$ cat config.mk
export PLATFORM = sky130hd
export DESIGN_NAME = im2_vector_responder
export DESIGN_NICKNAME = d
export VERILOG_FILES = /design/src/rtl/im2_vector_responder.sv
export SDC_FILE = /design/constraint.sdc
export NUM_CORES = 1
export LEC_CHECK = 0
export CAP_MARGIN = 20
export CORE_MARGIN = 3
export CORE_UTILIZATION = 61
export DETAILED_ROUTE_END_ITERATION = 12
export DONT_BUFFER_PORTS = 1
export HOLD_SLACK_MARGIN = 0.08
export PLACE_DENSITY = 0.8
export SETUP_SLACK_MARGIN = 0.02
export SYNTH_ARGS = -nofsm -noshare
export SYNTH_HDL_FRONTEND = slang
export SYNTH_SLANG_ARGS = --single-unit
$ cat constraint.sdc
create_clock -name clk28 -period 2 [get_ports clk28]
set_input_delay 0.5 -clock clk28 [delete_from_list [all_inputs] [get_ports clk28]]
set_output_delay 0.5 -clock clk28 [all_outputs]
set_load 0.03 [all_outputs]
$ cat src/rtl/im2_vector_responder.sv
// im2_vector_responder
//   Z80-side interrupt responder. Latches requests from three sources, holds
//   n_int low for the winning source, answers the M1+IORQ acknowledge cycle
//   with an IM2 vector byte, and tracks the in-service source.
//
//   Optional feature macro: RETI_DECODE_EN
//     defined   : opcode snoop for RETI (ED 4D); a source stays in service and
//                 blocks itself and lower-priority sources until RETI.
//     undefined : no snoop logic; in-service is released at acknowledge end
//                 (auto-EOI) and inservice reads 0.
//
// Ports
//   clk28        in   system clock, rising edge
//   rst_n        in   synchronous reset, active-low
//   clkcpu_ck    in   one-clk28 strobe per CPU clock rising edge
//   req_frame    in   frame interrupt pulse (priority 0, highest)
//   req_line     in   raster-line interrupt pulse (priority 1)
//   req_ext      in   external interrupt level (priority 2, lowest)
//   vec_base     in   runtime vector base [7:3]
//   vec_base_we  in   load vec_base
//   bus_m1       in   CPU M1 active
//   bus_iorq     in   CPU IORQ active
//   bus_mreq     in   CPU MREQ active
//   bus_rd       in   CPU RD active
//   bus_d        in   CPU data bus (opcode snoop)
//   n_int        out  interrupt request to CPU, active-low
//   d_out        out  vector byte
//   d_out_en     out  drive d_out onto the data bus
//   inservice    out  one-hot in-service source {ext,line,frame}

module im2_vector_responder #(
  parameter int unsigned INT_HOLD    = 32,
  parameter logic [7:0]  VECTOR_BASE = 8'hF8
) (
  input  logic       clk28,
  input  logic       rst_n,
  input  logic       clkcpu_ck,
  input  logic       req_frame,
  input  logic       req_line,
  input  logic       req_ext,
  input  logic [4:0] vec_base,
  input  logic       vec_base_we,
  input  logic       bus_m1,
  input  logic       bus_iorq,
  input  logic       bus_mreq,
  input  logic       bus_rd,
  input  logic [7:0] bus_d,
  output logic       n_int,
  output logic [7:0] d_out,
  output logic       d_out_en,
  output logic [2:0] inservice
);

  localparam int unsigned CW = $clog2(INT_HOLD + 1);

  typedef enum logic [1:0] {S_IDLE, S_REQ, S_ACK} state_t;

  state_t        state_q, state_d;
  logic [CW-1:0] cnt_q, cnt_d;
  logic [2:0]    pend_q, pend_d;
  logic [4:0]    base_q, base_d;
  logic [1:0]    code_q, code_d;
  logic          n_int_q, n_int_d;
  logic [7:0]    dout_q, dout_d;
  logic          den_q, den_d;

  logic [2:0]    req_vec;
  logic [2:0]    eff_pend;
  logic [2:0]    mask;
  logic [2:0]    elig;
  logic          win_valid;
  logic [1:0]    win_code;
  logic [2:0]    win_oh;
  logic [2:0]    code_oh;
  logic [2:0]    pend_clr;
  logic          ack_cyc;
  logic          ack_exit;

  // Incoming requests take part in arbitration in the cycle they arrive so
  // n_int falls one clk28 after the request.
  always_comb begin
    req_vec  = {req_ext, req_line, req_frame};
    eff_pend = pend_q | req_vec;
    elig     = eff_pend & ~mask;
    win_valid = |elig;
    win_code = 2'd2;
    if (elig[0])      win_code = 2'd0;
    else if (elig[1]) win_code = 2'd1;
    win_oh  = 3'b001 << win_code;
    code_oh = 3'b001 << code_q;
    ack_cyc = bus_m1 & bus_iorq;
  end

  always_comb begin
    state_d  = state_q;
    cnt_d    = cnt_q;
    base_d   = vec_base_we ? vec_base : base_q;
    code_d   = code_q;
    n_int_d  = n_int_q;
    dout_d   = dout_q;
    den_d    = den_q;
    pend_clr = '0;
    ack_exit = 1'b0;
    unique case (state_q)
      S_IDLE: begin
        if (win_valid) begin
          state_d = S_REQ;
          n_int_d = 1'b0;
          cnt_d   = '0;
        end
      end
      S_REQ: begin
        if (!win_valid) begin
          state_d = S_IDLE;
          n_int_d = 1'b1;
        end else if (ack_cyc) begin
          code_d  = win_code;
          dout_d  = {base_q, win_code, 1'b0};
          den_d   = 1'b1;
          state_d = S_ACK;
        end else if (clkcpu_ck) begin
          if (cnt_q == CW'(INT_HOLD - 1)) begin
            pend_clr = win_oh;
            n_int_d  = 1'b1;
            state_d  = S_IDLE;
          end else begin
            cnt_d = cnt_q + 1'b1;
          end
        end
      end
      S_ACK: begin
        if (!ack_cyc) begin
          ack_exit = 1'b1;
          pend_clr = code_oh;
          den_d    = 1'b0;
          n_int_d  = 1'b1;
          state_d  = S_IDLE;
        end
      end
      default: state_d = S_IDLE;
    endcase
    // A new request in the clearing cycle survives.
    pend_d = (pend_q & ~pend_clr) | req_vec;
  end

  always_ff @(posedge clk28) begin
    if (!rst_n) begin
      state_q <= S_IDLE;
      cnt_q   <= '0;
      pend_q  <= '0;
      base_q  <= VECTOR_BASE[7:3];
      code_q  <= '0;
      n_int_q <= 1'b1;
      dout_q  <= '0;
      den_q   <= 1'b0;
    end else begin
      state_q <= state_d;
      cnt_q   <= cnt_d;
      pend_q  <= pend_d;
      base_q  <= base_d;
      code_q  <= code_d;
      n_int_q <= n_int_d;
      dout_q  <= dout_d;
      den_q   <= den_d;
    end
  end

  assign n_int    = n_int_q;
  assign d_out    = dout_q;
  assign d_out_en = den_q;

`ifdef RETI_DECODE_EN
  logic [2:0] is_q;
  logic [2:0] reti_clr;
  logic       fetch;
  logic       fetch_q;
  logic       fetch_rise;
  logic       saw_ed_q;
  logic       reti;

  always_comb begin
    fetch      = bus_m1 & bus_mreq & bus_rd;
    fetch_rise = fetch & ~fetch_q;
    reti       = fetch_rise && (bus_d == 8'h4D) && saw_ed_q;
    // Highest-priority in-service source is the one RETI returns from.
    reti_clr = '0;
    if (reti) begin
      if (is_q[0])      reti_clr = 3'b001;
      else if (is_q[1]) reti_clr = 3'b010;
      else if (is_q[2]) reti_clr = 3'b100;
    end
    mask = {|is_q[2:0], |is_q[1:0], is_q[0]};
  end

  always_ff @(posedge clk28) begin
    if (!rst_n) begin
      fetch_q  <= 1'b0;
      saw_ed_q <= 1'b0;
      is_q     <= '0;
    end else begin
      fetch_q <= fetch;
      if (fetch_rise) saw_ed_q <= (bus_d == 8'hED);
      is_q <= (is_q & ~reti_clr) | (ack_exit ? code_oh : 3'b000);
    end
  end

  assign inservice = is_q;
`else
  logic unused_snoop;
  assign unused_snoop = ^{bus_mreq, bus_rd, bus_d, ack_exit};
  assign mask      = '0;
  assign inservice = '0;
`endif

endmodule

==> results.sh, run 1 <==
export IMPL_htreeDepth=1
export IMPL_ys_flop_type="dfxtp_1"
export IMPL_nNetsFinal=177
export IMPL_yosys_warnings=0
export IMPL_syn_to_final_growth_pct=3.20
export IMPL_met3RoutedLength_um=115
export IMPL_die_area_mm2=0.00285
export IMPL_synth_seq_cells=25
export IMPL_dieWidth_um=53.4
export IMPL_finalSetupTns_ns=0
export IMPL_arrival_ns=1.97
export IMPL_cts_buffers=3
export IMPL_layout_drive_gt1_share_pct=11.5
export IMPL_p_leak_nw=0.547
export IMPL_cp_slowest_stage_delay_ns=0.41
export IMPL_finalClockSkew_ns=0.00801
export IMPL_avgSynthCellArea_um2=9.31
export IMPL_ir_worst_vdd_v=0.000726
export IMPL_final_common_cell="dfxtp_1"
export IMPL_drt_iter0_drc=23
export IMPL_dr_wl_met2_mm=1.29
export IMPL_met1Wirelength_mm=1.12
export IMPL_hold_viol_final=0
export IMPL_syn_inst=147
export IMPL_syn_area_mm2=0.00137
export IMPL_p_total_mw=1.12
export IMPL_crit_chain="ha_1, nand4_1, o2111ai_1, a21oi_1, o211a_1"
export IMPL_worst_hold_slack_ns=0.236
export IMPL_wl_per_cell_um=14.5
export IMPL_cts_setup_buffers=0
export IMPL_cts_hold_buf=0
export IMPL_rsz0062_at_grt="false"
export IMPL_num_vias=1066
export IMPL_worstRegToRegCells=5
export IMPL_ys_seq_area_share_pct=36.6
export IMPL_hp_class="in -> reg"
export IMPL_critical_path_startpoint_type="register"
export IMPL_ys_types=49
export IMPL_firstDrtPassIters=4
export IMPL_clock_latency_ns=0.32
export IMPL_max_cap_violations=0
export IMPL_synth_edf_count=0
export IMPL_layout_min_cycle_time_ns=1.74
export IMPL_diodes=0
export IMPL_ant_nets=0
export IMPL_report_final_slew_viol_count=0
export IMPL_cts_tree="yes"
export IMPL_critical_path_class="reg -> reg"
export IMPL_finalInstanceArea_mm2=0.00141
export IMPL_grt_pass1_vias=971
export IMPL_drt_wl_total_mm=2.54
export IMPL_crit_path_end_kind="register"
export IMPL_grt_usage_pct=20.2
export IMPL_clk_pin_slew_worst_paths_ns=0.14
export IMPL_pin_count=37
export IMPL_finalCritPeriodShare_pct=87.2
export IMPL_layout_common_cells="dfxtp_1 (25), nand2_1 (14), mux2i_1 (14)"
export IMPL_grt_remaining_overflow=0
export IMPL_ctsResizeCount=0
export IMPL_start_util_pct=67.0
export IMPL_ys_async_sr_fraction_pct=0
export IMPL_clock_tree_buffer_depth=2
export IMPL_path_max_fanout=5
export IMPL_dpl_cell_area_mm2=0.00138
export IMPL_clock_fmax_mhz=574
export IMPL_portBuffers=0
export IMPL_min_from="rst_n"
export IMPL_die_y_um=53.4
export IMPL_root_buffer="clkbuf_4"
export IMPL_grt_pass1_wl_mm=4.32
export IMPL_power_density_mw_per_mm2=793
export IMPL_r2r_start="cnt_q[0]$_SDFFE_PN0P_"
export IMPL_r2r_slack_ns=0.26
export IMPL_drc=0
export IMPL_place_gp_congestion=0.842
export IMPL_reg2reg_to="cnt_q[2]$_SDFFE_PN0P_"
export IMPL_grt_max_degree=32
export IMPL_dp_hpwl_mm=1.95
export IMPL_cp_required_ns=2.23
export IMPL_fp_row_count=16
export IMPL_coreArea_mm2=0.00204
export IMPL_min_path_cells=1
export IMPL_vias_per_cell=6.09
export IMPL_setup_viol=0
export IMPL_highest_layer="met4"
export IMPL_cts_sinks=25
export IMPL_status="finished clean"
export IMPL_min_to="base_q[0]$_SDFFE_PN1P_"
export IMPL_cp_slowest_cell="dfxtp_1"
export IMPL_antenna_found_initial=0
## cell usage after synthesis (2+ instances only)
library cell | count | area share (%)
clkbuf_1 | 3 | 0.82
nand2b_1 | 2 | 0.91
o2111ai_1 | 2 | 1.3
nand3_1 | 8 | 2.9
nand2_1 | 14 | 3.8
nor2b_1 | 5 | 2.3
ha_1 | 4 | 3.7
dfxtp_1 | 25 | 37
o211a_1 | 4 | 2.9
buf_4 | 4 | 2.2
a21oi_1 | 3 | 1.1
a211oi_1 | 4 | 2.2
o22ai_1 | 3 | 1.4
o21ai_0 | 2 | 0.73
nand4_1 | 3 | 1.4
nor3_1 | 2 | 0.73
inv_1 | 9 | 2.5
and2_1 | 2 | 0.91
mux2i_1 | 14 | 10
a21boi_0 | 2 | 1.1
nor2_1 | 4 | 1.1
## sequential cells by signal (all words and copies together) (netlist names)
signal    cells
state_q       2
d_out_en      1
base_q        5
cnt_q         6
n_int         1
d_out         6
code_q        1
pend_q        3
## worst max path at each step
stage	to	start	slack (ns)	cells past startpoint
global route	cnt_q[2]$_SDFFE_PN0P_	cnt_q[0]$_SDFFE_PN0P_	0.1	5
floorplan	state_q[1]$_SDFFE_PN0P_	req_line	0.36	4
CTS	pend_q[0]$_SDFF_PN0_	cnt_q[0]$_SDFFE_PN0P_	0.27	5
detailed placement	pend_q[0]$_SDFF_PN0_	cnt_q[0]$_SDFFE_PN0P_	0.27	5
finish	cnt_q[2]$_SDFFE_PN0P_	cnt_q[0]$_SDFFE_PN0P_	0.26	5
global placement	state_q[0]$_SDFFE_PN0P_	req_line	0.30	4
## worst max-delay path: cells and delay by family (launching register included)
family | cells | cell delay (ns)
flip-flops | 1 | 0.41
adder cells (fa/ha/maj) | 1 | 0.23
AND/OR/NAND/NOR | 1 | 0.22
AO/OA/AOI/OAI | 3 | 0.80
## power by group
part	total, mW	switching [mW]	leakage, nW	internal, mW
registers	0.603	0.0659	0.205	0.537
logic	0.286	0.165	0.328	0.122
clock network	0.231	0.155	0.0139	0.0764
total	1.12	0.386	0.547	0.735
## area by class of cell
cell class / instances / area, um^2
well taps: 27 / 33.8
multi-input cells: 108 / 800
fillers: 175 / 629
inverters: 9 / 33.8
clock inverters: 1 / 7.51
flip-flops and latches: 25 / 500
clock buffers: 3 / 22.5
repair buffers: 2 / 15.0
## metal layers
layer	vias up	global-route usage [%]
met4	0	2.55
li1	539	-
met1	505	26.7
met5	-	0
met2	20	33.9
met3	2	4.51
## cell families (layout without fill, tap and decap cells)
kind of cell | count (synthesis) | after routing | share of synthesized area, %
AOI/OAI and AO/OA | 36 | 36 | 22.7
other | 1 | 4 | 0.274
muxes | 14 | 14 | 10.2
buffers and inverters | 17 | 15 | 5.85
and+or+nand+nor | 50 | 50 | 20.8
adders and majority gates | 4 | 4 | 3.66
DFF | 25 | 25 | 36.6
## stage by stage
stage	worst slack, ns	util [%]	cells
2_1_floorplan	0.356	-	150
3_3_place_gp	0.301	67.7	171
3_5_place_dp	0.270	67.7	171
4_1_cts	0.267	69.2	175
5_1_grt	0.0987	69.2	175
6_report	0.257	69.2	175
Note: power is estimated with default switching activity, not from simulation.
==> run 2: changes to the inputs <==
--- a/config.mk
+++ b/config.mk
@@ -7,11 +7,11 @@
 export LEC_CHECK = 0
 export CAP_MARGIN = 20
 export CORE_MARGIN = 3
-export CORE_UTILIZATION = 61
+export CORE_UTILIZATION = 41
 export DETAILED_ROUTE_END_ITERATION = 12
 export DONT_BUFFER_PORTS = 1
 export HOLD_SLACK_MARGIN = 0.08
-export PLACE_DENSITY = 0.8
+export PLACE_DENSITY = 0.58
 export SETUP_SLACK_MARGIN = 0.02
 export SYNTH_ARGS = -nofsm -noshare
 export SYNTH_HDL_FRONTEND = slang
==> constraint.sdc (replaced) <==
create_clock -name clk28 -period 1.65 [get_ports clk28]
set_input_delay 0.4125 -clock clk28 [delete_from_list [all_inputs] [get_ports clk28]]
set_output_delay 0.4125 -clock clk28 [all_outputs]
set_load 0.03 [all_outputs]
==> run 2 against run 1 <==
  * Utilization shrank 18 points
  * Critical path depth is 1 higher
  * Via count up 5.6%
  * Sequential cell count unchanged
  * Global-route usage is 4.9 points lower
  * Fmax increased by 11%
  * First-iteration DRC count grew to 3.0 times the previous value
  * Routed wire length grew 15%
  * Clock-buffer cell count is the same
==> results.sh, run 2 (synthesis gave the netlist of run 1 again) <==
export IMPL_cp_depth=6
export IMPL_rsz0062_at_grt="true"
export IMPL_final_common_cell="dfxtp_1"
export IMPL_report_final_slew_viol_count=0
export IMPL_hold_viol_final=0
export IMPL_cp_slowest_stage_delay_ns=0.43
export IMPL_reg2reg_to="pend_q[1]$_SDFF_PN0_"
export IMPL_hp_class="in -> reg"
export IMPL_cp_slowest_cell="o41a_2"
export IMPL_dpl_cell_area_mm2=0.00151
export IMPL_crit_chain="inv_1, ha_1, inv_1, o41a_2, o41ai_1, a21boi_0"
export IMPL_ir_worst_vdd_v=0.000440
export IMPL_clock_fmax_mhz=636
export IMPL_r2r_start="state_q[0]$_SDFFE_PN0P_"
export IMPL_fp_row_count=20
export IMPL_root_buffer="clkbuf_4"
export IMPL_layout_min_cycle_time_ns=1.57
export IMPL_portBuffers=0
export IMPL_startpoint="state_q[0]$_SDFFE_PN0P_"
export IMPL_max_cap_violations=0
export IMPL_layout_drive_gt1_share_pct=24.1
export IMPL_critical_path_class="reg -> reg"
export IMPL_cts_setup_buffers=0
export IMPL_syn_to_final_growth_pct=16.5
export IMPL_worst_hold_slack_ns=0.128
export IMPL_path_buf_inv=2
export IMPL_finalSetupTns_ns=0
export IMPL_seq_area_um2=502
export IMPL_num_vias=1126
export IMPL_r2r_slack_ns=0.08
export IMPL_cts_tree="yes"
export IMPL_drt_iter0_drc=68
export IMPL_firstDrtPassIters=4
export IMPL_nNetsFinal=191
export IMPL_critPathTopFamily="compound AO/OA/AOI/OAI gates"
export IMPL_wl_per_cell_um=14.1
export IMPL_p_leak_nw=0.627
export IMPL_nFillCells=311
export IMPL_pin_count=37
export IMPL_place_gp_congestion=0.842
export IMPL_dp_hpwl_mm=2.24
export IMPL_grt_remaining_overflow=0
export IMPL_ant_nets=0
export IMPL_die_area_mm2=0.00407
export IMPL_multiInputGateArea_um2=853
export IMPL_finalInstanceArea_mm2=0.00159
export IMPL_setup_viol=0
export IMPL_htreeDepth=1
export IMPL_start_util_pct=43.8
export IMPL_grt_pass1_wl_mm=4.94
export IMPL_die_y_um=63.8
export IMPL_coreArea_mm2=0.00313
export IMPL_cp_common_cell="inv_1"
export IMPL_vias_per_cell=5.47
export IMPL_cts_sinks=25
export IMPL_min_path_cells=1
export IMPL_clock_latency_ns=0.33
export IMPL_clock_tree_buffer_depth=2
export IMPL_min_to="base_q[1]$_SDFFE_PN1P_"
export IMPL_critical_path_startpoint_type="register"
export IMPL_worstRegToRegCells=6
export IMPL_dieWidth_um=63.8
export IMPL_clk_pin_slew_worst_paths_ns=0.15
export IMPL_path_max_fanout=6
export IMPL_grt_max_degree=32
export IMPL_grt_usage_pct=15.3
export IMPL_arrival_ns=1.80
export IMPL_drt_wl_total_mm=2.91
export IMPL_cts_buffers=3
export IMPL_grt_pass1_vias=1095
export IMPL_status="finished clean"
export IMPL_crit_path_end_kind="register"
export IMPL_min_from="rst_n"
export IMPL_cp_required_ns=1.88
export IMPL_antenna_found_initial=0
export IMPL_fin_util_pct=51.0
export IMPL_cts_hold_buf=0
export IMPL_power_density_mw_per_mm2=916
export IMPL_finalClockSkew_ns=0.00460
export IMPL_drc=0
export IMPL_layout_common_cells="dfxtp_1 (24), buf_4 (16), nand2_1 (14), mux2i_1 (14), inv_1 (9)"
export IMPL_finalCritPeriodShare_pct=95.2
export IMPL_diodes=0
-- run 2: cell count changes in the layout (fill, tap and decap cells not counted), sizes merged --
cell,previous run,this run
buf,2,16
-- run 2: worst max-delay path by stage --
stage / end / slack [ns]
after floorplan: state_q[1]$_SDFFE_PN0P_ / 0.09
after detailed placement: state_q[1]$_SDFFE_PN0P_ / 0.001
after CTS: state_q[1]$_SDFFE_PN0P_ / 0.06
after global routing: pend_q[1]$_SDFF_PN0_ / 0.01
after global placement: state_q[1]$_SDFFE_PN0P_ / 0.04
final: pend_q[1]$_SDFF_PN0_ / 0.08
-- run 2: layer usage --
metal | wire, um | GRT usage [%] | part of all wire, % | up-vias
met4 | 40 | 5.93 | 1.4 | 0
met3 | 150 | 4.04 | 5.1 | 5
met1 | 1320 | 19.5 | 45 | 521
li1 | - | - | - | 569
met2 | 1410 | 24.4 | 48 | 31
met5 | 0 | 0 | 0 | -
-- run 2: stage by stage --
step	power, mW	std cells	worst slack (ns)
2_1_floorplan	1.04	150	0.0932
3_3_place_gp	1.14	202	0.0373
3_5_place_dp	1.14	202	0.00128
4_1_cts	1.45	206	0.0630
5_1_grt	1.54	206	0.00990
6_report	1.46	206	0.0787
-- run 2: power by group --
group	internal (mW)	leakage [nW]	switching [mW]
Sequential	0.652	0.205	0.0721
Clock	0.0930	0.0139	0.204
Combinational	0.204	0.408	0.235
Total	0.949	0.627	0.510
-- run 2: timing repair --
| action | CTS | global route |
|---|---|---|
| pin swaps | 0 | 1 |
| endpoints found under the hold margin | 0 | 0 |
| resized for setup | 1 | 9 |
| endpoints found under the setup margin | 1 | 14 |
-- run 2: area by class of cell --
type	count	area share (%)
clock inverter	1	0.471
clock buffer	3	1.41
multi-input combinational	108	53.5
inverter	9	2.12
sequential	25	31.5
tap	44	3.45
timing repair buffer	16	7.54
==> run 3: changes to the inputs <==
--- a/config.mk
+++ b/config.mk
@@ -7,11 +7,11 @@
 export LEC_CHECK = 0
 export CAP_MARGIN = 20
 export CORE_MARGIN = 3
-export CORE_UTILIZATION = 41
+export CORE_UTILIZATION = 50
 export DETAILED_ROUTE_END_ITERATION = 12
 export DONT_BUFFER_PORTS = 1
 export HOLD_SLACK_MARGIN = 0.08
-export PLACE_DENSITY = 0.58
+export PLACE_DENSITY = 0.68
 export SETUP_SLACK_MARGIN = 0.02
 export SYNTH_ARGS = -nofsm -noshare
 export SYNTH_HDL_FRONTEND = slang
==> run 3 against run 2 <==
  * Critical path depth shrank 1
  * Clock skew shrank 0.00084 ns
  * Final area grew 1.7%
==> results.sh, run 3 (synthesis gave the netlist of run 1 again) <==
export IMPL_finalCritPeriodShare_pct=98.0
export IMPL_drt_wl_total_mm=3.07
export IMPL_setup_viol=0
export IMPL_finalSetupTns_ns=0
export IMPL_layout_drive_gt1_share_pct=29.3
export IMPL_arrival_ns=1.85
export IMPL_clock_latency_ns=0.33
export IMPL_cts_tree="yes"
export IMPL_post_place_cells=188
export IMPL_r2r_slack_ns=0.03
export IMPL_coreArea_mm2=0.00254
export IMPL_cp_slowest_cell="o2111ai_2"
export IMPL_start_util_pct=53.8
export IMPL_cp_slowest_stage_delay_ns=0.40
export IMPL_die_area_mm2=0.00340
export IMPL_final_common_cell="dfxtp_1"
export IMPL_pin_count=37
export IMPL_hp_class="in -> reg"
export IMPL_critical_path_startpoint_type="register"
export IMPL_hold_viol_final=0
export IMPL_critPathTopFamily="compound AO/OA/AOI/OAI gates"
export IMPL_setup_slack_ns=0.0327
export IMPL_ant_nets=0
export IMPL_p_leak_nw=0.651
export IMPL_crit_chain="ha_2, nand4_1, o2111ai_2, a211oi_1, o221a_1"
export IMPL_status="finished clean"
export IMPL_crit_path_end_kind="register"
export IMPL_cts_buffers=3
export IMPL_layout_common_cells="dfxtp_1 (23), buf_4 (18), nand2_1 (14), mux2i_1 (14), inv_1 (9)"
export IMPL_syn_to_final_growth_pct=18.5
export IMPL_dieWidth_um=58.3
export IMPL_firstDrtPassIters=6
export IMPL_root_buffer="clkbuf_4"
export IMPL_diodes=0
export IMPL_cts_sinks=25
export IMPL_finalClockSkew_ns=0.00376
export IMPL_grt_pass1_wl_mm=4.81
export IMPL_portBuffers=0
export IMPL_dp_hpwl_mm=2.21
export IMPL_path_max_fanout=4
export IMPL_grt_pass1_vias=1028
export IMPL_rsz0062_at_grt="true"
export IMPL_htreeDepth=1
export IMPL_fp_row_count=18
export IMPL_path_buf_inv=0
export IMPL_drt_iter0_drc=64
export IMPL_dp_slack_ns=0.00869
export IMPL_use_met2_pct=27.1
export IMPL_layout_min_cycle_time_ns=1.62
export IMPL_drc=0
export IMPL_clock_tree_buffer_depth=2
export IMPL_max_cap_violations=0
export IMPL_grt_usage_pct=18.2
export IMPL_fin_util_pct=63.7
export IMPL_layout_cells_non_filler=194
export IMPL_clk_pin_slew_worst_paths_ns=0.15
export IMPL_num_vias=1143
export IMPL_cts_hold_buf=0
export IMPL_antenna_found_initial=0
export IMPL_power_density_mw_per_mm2=901
export IMPL_gr_usage_met1_pct=25.8
export IMPL_clock_fmax_mhz=618
export IMPL_critical_path_class="reg -> reg"
export IMPL_use_met3_pct=3.29
export IMPL_vias_per_cell=5.89
export IMPL_report_final_slew_viol_count=0
export IMPL_grt_max_degree=32
export IMPL_ir_worst_vdd_v=0.000564
export IMPL_grt_remaining_overflow=0
export IMPL_die_y_um=58.3
export IMPL_cp_required_ns=1.88
export IMPL_wl_per_cell_um=15.8
export IMPL_nNetsFinal=193
export IMPL_place_gp_congestion=0.871
export IMPL_grt_busiest_layer="met2"
==> run 3: power by group <==
group          switching [mW]  internal, mW
Sequential             0.0718         0.651
Combinational           0.244         0.205
Clock                   0.197        0.0928
==> run 3: final timing paths <==
kind,to,start,depth (start not counted)
setup / recovery,cnt_q[4]$_SDFFE_PN0P_,cnt_q[0]$_SDFFE_PN0P_,5
hold / removal,base_q[3]$_SDFFE_PN1P_,rst_n,1
setup reg to reg,cnt_q[4]$_SDFFE_PN0P_,cnt_q[0]$_SDFFE_PN0P_,5
hold reg to reg,base_q[3]$_SDFFE_PN1P_,base_q[3]$_SDFFE_PN1P_,2
==> run 3: metrics by stage <==
stage	hold slack [ns]	instance area (um^2)	total power, mW
2_1_floorplan	0.441	1380	1.04
3_3_place_gp	0.452	1490	1.13
3_5_place_dp	0.461	1490	1.14
4_1_cts	0.121	1520	1.43
5_1_grt	0.120	1620	1.54
6_report	0.137	1620	1.46
==> run 3: layout make-up <==
cell class / count / area, um^2
multi-input combinational: 108 / 882
tap: 30 / 37.5
clock buffer: 3 / 22.5
inverter: 9 / 33.8
clock inverter: 1 / 7.51
timing repair buffer: 18 / 135
fill: 225 / 923
sequential: 25 / 503
==> run 3: routing by layer <==
layer  routed length, um  share of wire, %
met4                  46               1.5
met2                1520                50
met1                1310                43
met3                 193               6.3
met5                   0                 0
==> run 3: timing repair <==
item | in CTS | in global routing
resized for setup | 0 | 18
setup buffers | 0 | 2
endpoints found under the setup margin | 0 | 18
